==> src/rtl/i2c_reg_bank_pkg.sv <==
// Shared types and map helpers for the I2C register bank.
// The CTRL and PULSE indices sit directly after the RW and RO blocks.
package i2c_reg_bank_pkg;

    typedef enum logic [1:0] {IDLE, PTR, WR, RD} state_t;

    localparam int CTRL_LOCK = 0;
    localparam int CTRL_ERR  = 1;

    function automatic int idx_ctrl(input int nrw, input int nro);
        return nrw + nro;
    endfunction

    function automatic int idx_pulse(input int nrw, input int nro);
        return idx_ctrl(nrw, nro) + 1;
    endfunction

    function automatic int ptr_max(input int nrw, input int nro, input int rb);
        return (idx_pulse(nrw, nro) + 1) * rb - 1;
    endfunction

endpackage

==> src/rtl/i2c_reg_bank_pulse_timer.sv <==
// Holds a loaded value on pulse_q for PULSE_CYCLES clocks, then clears it.
// A new load always wins over expiry and restarts the hold.
module reg_bank_pulse_timer
    import i2c_reg_bank_pkg::*;
#(
    parameter int WIDTH        = 32,
    parameter int PULSE_CYCLES = 3
) (
    input  logic             clk,
    input  logic             rst,
    input  logic             load,
    input  logic [WIDTH-1:0] load_val,
    output logic [WIDTH-1:0] pulse_q
);

    localparam int CW = $clog2(PULSE_CYCLES + 1);

    logic [CW-1:0] cnt;

    always_ff @(posedge clk or posedge rst) begin
        if (rst) begin
            pulse_q <= '0;
            cnt     <= '0;
        end else if (load) begin
            pulse_q <= load_val;
            cnt     <= CW'(PULSE_CYCLES - 1);
        end else if (cnt != '0) begin
            cnt <= cnt - 1'b1;
        end else begin
            pulse_q <= '0;
        end
    end

endmodule

==> src/rtl/i2c_reg_bank.sv <==
// Byte-addressed register bank behind an I2C slave byte interface.
// Writes stage a full register and commit on the MSB lane; reads return a captured snapshot.
module i2c_reg_bank
    import i2c_reg_bank_pkg::*;
#(
    parameter int NUM_RW       = 8,
    parameter int NUM_RO       = 2,
    parameter int REG_BYTES    = 4,
    parameter int PULSE_CYCLES = 3,
    parameter logic [NUM_RW*REG_BYTES*8-1:0] RW_RESET = '0
) (
    input  logic                           clk,
    input  logic                           rst,
    input  logic                           start,
    input  logic                           stop,
    input  logic                           data_vld,
    input  logic                           r_w,
    input  logic [7:0]                     rx_data,
    output logic [7:0]                     tx_data,
    input  logic [NUM_RO*REG_BYTES*8-1:0]  ro_data,
    output logic [NUM_RW*REG_BYTES*8-1:0]  rw_q,
    output logic [REG_BYTES*8-1:0]         ctrl_q,
    output logic [REG_BYTES*8-1:0]         pulse_q,
    output logic                           wr_err,
    output logic [7:0]                     ptr
);

    localparam int RB8   = REG_BYTES * 8;
    localparam int LSH   = $clog2(REG_BYTES);
    localparam int LW    = (REG_BYTES > 1) ? LSH : 1;
    localparam int IDX_C = idx_ctrl(NUM_RW, NUM_RO);
    localparam int IDX_P = idx_pulse(NUM_RW, NUM_RO);
    localparam logic [7:0] PTR_MAX = 8'(ptr_max(NUM_RW, NUM_RO, REG_BYTES));

    typedef logic [REG_BYTES-1:0][7:0] word_t;

    state_t state, state_nxt;
    logic ptr_ld, ptr_inc, stg_wr, commit, reload, cap;
    logic [7:0] ptr_nxt, idx, idx_nxt;
    logic [LW-1:0] lane, lane_nxt;
    word_t stg, snap, cval, live_nxt, rd_nxt;
    logic [NUM_RW-1:0][RB8-1:0] rw_r;
    logic [NUM_RO-1:0][RB8-1:0] ro_v;
    logic [NUM_RW-1:0] rw_we;
    logic err_set, err_clr, ctrl_we, pulse_ld;

    assign ro_v     = ro_data;
    assign rw_q     = rw_r;
    assign idx      = ptr >> LSH;
    assign idx_nxt  = ptr_nxt >> LSH;
    assign lane     = (REG_BYTES > 1) ? ptr[LW-1:0] : '0;
    assign lane_nxt = (REG_BYTES > 1) ? ptr_nxt[LW-1:0] : '0;
    assign tx_data  = snap[lane];

    always_ff @(posedge clk or posedge rst) begin
        if (rst) state <= IDLE;
        else     state <= state_nxt;
    end

    always_comb begin
        state_nxt = state;
        ptr_ld    = 1'b0;
        ptr_inc   = 1'b0;
        stg_wr    = 1'b0;
        if (start) begin
            state_nxt = PTR;
        end else if (stop) begin
            state_nxt = IDLE;
        end else if (data_vld) begin
            case (state)
                PTR: begin
                    if (r_w) begin
                        ptr_inc   = 1'b1;
                        state_nxt = RD;
                    end else begin
                        ptr_ld    = 1'b1;
                        state_nxt = WR;
                    end
                end
                RD: ptr_inc = r_w;
                WR: begin
                    stg_wr  = !r_w;
                    ptr_inc = !r_w;
                end
                default: ;
            endcase
        end
    end

    always_comb begin
        ptr_nxt = ptr;
        if (ptr_ld)       ptr_nxt = rx_data;
        else if (ptr_inc) ptr_nxt = (ptr >= PTR_MAX) ? 8'd0 : ptr + 8'd1;
    end

    assign reload = ptr_ld || (ptr_inc && idx_nxt != idx);
    assign cap    = start || ((ptr_ld || ptr_inc) && (lane_nxt == '0 || idx_nxt != idx));
    assign commit = stg_wr && (lane == LW'(REG_BYTES - 1));

    // Live view of the register the pointer is about to address; reads add wr_err on CTRL.
    always_comb begin
        live_nxt = '0;
        for (int i = 0; i < NUM_RW; i++)
            if (idx_nxt == 8'(i)) live_nxt = rw_r[i];
        for (int i = 0; i < NUM_RO; i++)
            if (idx_nxt == 8'(NUM_RW + i)) live_nxt = ro_v[i];
        if (idx_nxt == 8'(IDX_C)) live_nxt = ctrl_q;
        if (idx_nxt == 8'(IDX_P)) live_nxt = pulse_q;
        rd_nxt = live_nxt;
        if (idx_nxt == 8'(IDX_C)) rd_nxt[0][CTRL_ERR] = wr_err;
    end

    always_comb begin
        cval       = stg;
        cval[lane] = rx_data;
        rw_we      = '0;
        err_set    = 1'b0;
        err_clr    = 1'b0;
        ctrl_we    = 1'b0;
        pulse_ld   = 1'b0;
        if (commit) begin
            for (int i = 0; i < NUM_RW; i++)
                if (idx == 8'(i)) begin
                    if (ctrl_q[CTRL_LOCK]) err_set  = 1'b1;
                    else                   rw_we[i] = 1'b1;
                end
            for (int i = 0; i < NUM_RO; i++)
                if (idx == 8'(NUM_RW + i)) err_set = 1'b1;
            if (idx == 8'(IDX_C)) begin
                ctrl_we = 1'b1;
                err_clr = cval[0][CTRL_ERR];
            end
            if (idx == 8'(IDX_P)) pulse_ld = 1'b1;
        end
    end

    always_ff @(posedge clk or posedge rst) begin
        if (rst) begin
            ptr    <= '0;
            stg    <= '0;
            snap   <= '0;
            rw_r   <= RW_RESET;
            ctrl_q <= '0;
            wr_err <= 1'b0;
        end else begin
            ptr <= ptr_nxt;
            if (cap) snap <= rd_nxt;
            if (stop && !start) stg <= '0;
            else if (reload)    stg <= live_nxt;
            else if (stg_wr)    stg[lane] <= rx_data;
            for (int i = 0; i < NUM_RW; i++)
                if (rw_we[i]) rw_r[i] <= cval;
            if (ctrl_we) begin
                ctrl_q            <= '0;
                ctrl_q[CTRL_LOCK] <= cval[0][CTRL_LOCK];
            end
            if (err_set)      wr_err <= 1'b1;
            else if (err_clr) wr_err <= 1'b0;
        end
    end

    reg_bank_pulse_timer #(
        .WIDTH        (RB8),
        .PULSE_CYCLES (PULSE_CYCLES)
    ) u_pulse (
        .clk      (clk),
        .rst      (rst),
        .load     (pulse_ld),
        .load_val (cval),
        .pulse_q  (pulse_q)
    );

endmodule

==> config.mk <==
export PLATFORM = sky130hd
export DESIGN_NAME = i2c_reg_bank
export DESIGN_NICKNAME = d
export VERILOG_FILES = /design/src/rtl/i2c_reg_bank_pkg.sv /design/src/rtl/i2c_reg_bank_pulse_timer.sv /design/src/rtl/i2c_reg_bank.sv
export SDC_FILE = /design/constraint.sdc
export NUM_CORES = 1
export LEC_CHECK = 0
export CELL_PAD_IN_SITES_DETAIL_PLACEMENT = 2
export CELL_PAD_IN_SITES_GLOBAL_PLACEMENT = 2
export CORE_MARGIN = 4
export CORE_UTILIZATION = 31
export DETAILED_ROUTE_END_ITERATION = 8
export HOLD_SLACK_MARGIN = 0.03
export PLACE_DENSITY = 0.87
export SLEW_MARGIN = 10
export SYNTH_ARGS = -nofsm -noshare
export SYNTH_HDL_FRONTEND = slang
export SYNTH_SLANG_ARGS = --single-unit
==> constraint.sdc <==
create_clock -name clk -period 12.71 [get_ports clk]
set_clock_uncertainty 0.1 [all_clocks]
set_input_delay 1.271 -clock clk [delete_from_list [all_inputs] [get_ports clk]]
set_output_delay 1.271 -clock clk [all_outputs]
set_load 0.05 [all_outputs]
==> impl.org <==
** Run status
- Outcome :: completed

** Floorplanning
- Total die area :: 62000 sq um
- Cell row count :: 88
- Once the floorplan was initialized, standard cells occupied 31.3% of the core.
- CORE AREA :: 57600 sq um
- Pin placement for this block handled 415 I/O pins.
- Die width :: 249 microns
- Measured along the y axis, the die boundary spans 249 microns.

** Worst setup path
- Data required time at the worst endpoint :: 13.14 ns
- The kind of cell with the highest combined delay along the critical path is buffers and inverters.
- The critical path in this run is classified as primary input to flip-flop.
- Counting both buffers and inverters, the worst setup path holds a total of 5.
- Traced cell by cell, the critical path runs through clkdlybuf4s50_1, nor3b_2, and2_0, nand2_1, nand2_2, buf_4, inv_2, buf_4, nor3_2, buf_4, a22oi_1, o22ai_1, o31a_1, a221o_1.
- STA classifies the critical path startpoint as a primary input.
- The slowest stage of the critical path is the buf_4 cell.
- For this run, the slowest stage of the critical path takes 0.69 ns.
- By instance count, the cell type seen most on the critical path is buf_4.
- Count of cell instances traversed by the critical path :: 14
- At the worst endpoint, the arrival time is 6.61 ns.
- Of all nets on the critical path, the largest fanout is 71.
- The number of cells on the worst reg-to-reg path is 13.
- STA classifies the critical path endpoint as a flip-flop.
- Reg-to-reg slack, setup :: 6.73 ns

** Placement
- Port buffer count :: 383
- The congestion estimate from routability-driven global placement came to 0.892.
- After detailed placement, the design holds a cell count of 2960.
- Summed over all nets, the half-perimeter wirelength after detailed placement is 70500 microns.

** Clock tree
- The clock tree synthesis step divided the H-tree into 2 levels.
- Clock tree synthesis found a total of 366 sinks.
- For this design, the CTS-stage hold fixing added 0 buffers.
- Clock transition at path regs :: 0.06 ns
- TritonCTS created 43 clock buffers.
- Once the clock tree was built, the resizer swapped 0 gates to a different size.
- CTS max path bufs :: 3
- The root buffer cell chosen for the clock tree is clkbuf_16.
- The number of setup buffers added after CTS is 0.
- Clock tree from TritonCTS :: built
- Clk_lat worst skew :: 0.58 ns

** Worst hold path
- The min-delay analysis places its worst path in the category flip-flop to flip-flop.
- Cell count of the worst hold path :: 2

** Timing
- The max-slew violation count is 0.
- Static timing analysis puts the maximum clock frequency at 162 MHz.
- For the pin with the worst max-slew slack, the measured transition is 1.34 ns.
- Period minus WS final :: 6.19 ns
- Setup tns final :: 0 ns
- Setup violations remaining at the end of the flow were counted as 0.
- In this run the tightest slew margin relative to its limit is 7.91%.
- Dividing the final minimum period by the clock period gives 48.7%.
- Total count of hold-check failures in the final report :: 0
- Setup repair after global routing left no endpoint under its margin.
- On the final layout, the worst hold slack is 0.403 ns.

** Layout
- The final layout contains 2323 nets.
- Area growth from synthesis to layout :: 33.1%
- Fraction of final layout cells sized beyond drive strength 1 :: 7.79%
- Register Area :: 9160 sq um
- Fillers :: 6145
- In the final layout, the multi-input gates occupy 8110 sq um.
- Number of standard cells in the layout, taps in and fillers out :: 3040

** Global routing
- Entering global routing, the biggest net connects 178 pins.
- The via count of the first global-routing pass is 19700.
- The initial antenna violation count was 2.
- Global routing usage summed across all routing layers :: 30.5%
- The first global-routing pass estimated 142000 microns of wire.
- Residual overflow from global routing :: 0

** Pwr
- Across the VDD grid, the largest voltage drop is 75.8 uV.
- For this design the ratio of total power to cell area is 178 nW/um^2.
- In this run the static leakage power is 9.90 nW.

** Routing
- Number of violations reported at the end of detailed-routing iteration 0 :: 2064
- Dividing the detail-routed via count by the number of cells gives 6.04.
- Total via count in the routed design :: 18400
- Total DRC errors in the routed layout :: 0
- Detailed-router iteration count before antenna repair :: 5
- In this run the remaining antenna-violating nets after routing total 0.
- After detailed routing, the average wire length per cell comes to 32.4 microns.
- Total wire length :: 98600 microns

** Yosys
- Post-synthesis register bit count :: 366
- Commonest register cell after synthesis :: dfrtp_1
- During synthesis, Yosys emitted a total of 0 warnings.
- The number of different library cells used by synthesis comes to 78.
- The mapped netlist covers 18000 sq um.
- Counting every instance in the synthesized netlist gives 1927.
- Counting flops with an async set or reset pin after synthesis yields a share of 100%.
- Summing the sequential cell areas from Yosys gives 50.9% of the chip area.
- Mean instance size in the synthesized netlist :: 9.35 sq um
- Yosys mapped a number of flops with a built-in enable equal to 0.

** Job
- Across the run, the number of max-cap violations was 0.
[sequential cells by signal (all words and copies together), names as in the netlist]
register,count
ptr,8
rw_q,256
stg,32
u_pulse.pulse_q,32
snap,32
state,2
ctrl_q,1
wr_err,1
u_pulse.cnt,2
[cell families after synthesis]
group,synth area share (%)
XOR/XNOR,0.243
buffers and inverters,5.36
adder cells (fa/ha/maj),0.347
other,0.0208
multiplexers,4.77
AND/OR/NAND/NOR,12.7
flip-flops,50.9
AO/OA/AOI/OAI,25.7
[cell type report]
type | instances | area share [%]
Antenna cell | 2 | 0.0209
Tap cell | 765 | 3.99
Sequential cell | 366 | 38.2
Clock inverter | 16 | 0.955
Multi-Input combinational cell | 1383 | 33.8
Clock buffer | 62 | 5.21
Timing Repair Buffer | 430 | 17.5
Inverter | 16 | 0.282
[placed cells by master, fill, tap and decap left out, drive strengths merged, types with 27 or more instances in the layout]
cell / instances
clkbuf: 62
a21oi: 283
nand3b: 32
o2bb2ai: 39
conb: 31
o21ai: 184
buf: 47
o22ai: 27
clkdlybuf4s50: 383
o221ai: 37
dfrtp: 366
nor2: 222
mux2i: 60
nand2: 218
[metal layers]
| metal | track usage [%] | part of all wire (%) |
|---|---|---|
| met1 | 40.7 | 41 |
| met2 | 47.4 | 45 |
| met3 | 8.31 | 9.7 |
| met4 | 12.0 | 4.1 |
| met5 | 0 | 0 |
[metrics by stage]
stage | total power, mW | worst slack (ns) | cell area [sq um] | util [%]
after CTS | 4.22 | 6.74 | 23900 | 41.6
after detailed placement | 2.89 | 6.16 | 22500 | 39.0
after global placement | 2.83 | 6.38 | 22500 | 39.0
after floorplan | 2.24 | 1.18 | 18100 | -
final | 4.26 | 6.52 | 24000 | 41.6
after global routing | 4.38 | 6.33 | 24000 | 41.6
[where the power goes]
group          internal, mW  leakage [nW]  switching, mW
clock network         0.787         0.722          0.536
registers              1.24          5.04         0.0964
logic                 0.449          4.14           1.16
[tightest hold or removal path: cells and delay by family, from the launching register on]
| kind | cells | cell delay, ns |
|---|---|---|
| AOI/OAI and AO/OA | 2 | 0.13 |
| DFF | 1 | 0.34 |
[cells in the mapped netlist, types with 5 or more instances]
master     count  area share (%)
inv_1         13            0.27
nand3_1       16            0.44
a221o_1       17            0.94
and3_1         6            0.21
mux2_2         7            0.44
o221ai_1      35             1.7
a311o_1        6            0.33
nand3b_1      32             1.3
buf_1         23            0.48
a21o_1         9            0.38
buf_4         34             1.4
a21oi_1      283             7.9
nor2_1       220             4.6
o21a_1         5            0.21
dfrtp_1      366              51
o21ai_0      181             5.0
clkbuf_1     100             2.1
o2bb2ai_1     39             1.9
o41ai_1        5            0.24
nor3_1         7            0.19
a2bb2oi_1     16            0.78
ha_1           5            0.35
a31oi_1        8            0.28
nand2_1      217             4.5
o31ai_1        6            0.25
buf_2         33            0.92
o22a_1        21             1.0
a221oi_1       6            0.29
o22ai_1       27            0.94
a22oi_1       18            0.75
mux2i_1       60             3.3
mux4_2         8             1.0
o31a_1        15            0.73
[worst paths after layout]
path | from | end
setup reg to reg | ptr[1] | stg[25]
hold / removal | stg[27] | stg[27]
min in group asynchronous | rst | rw_q[6]
setup / recovery | data_vld | stg[28]
hold reg to reg | stg[27] | stg[27]
max in group asynchronous | rst | rw_q[212]
(Power assumes the default switching activity.)
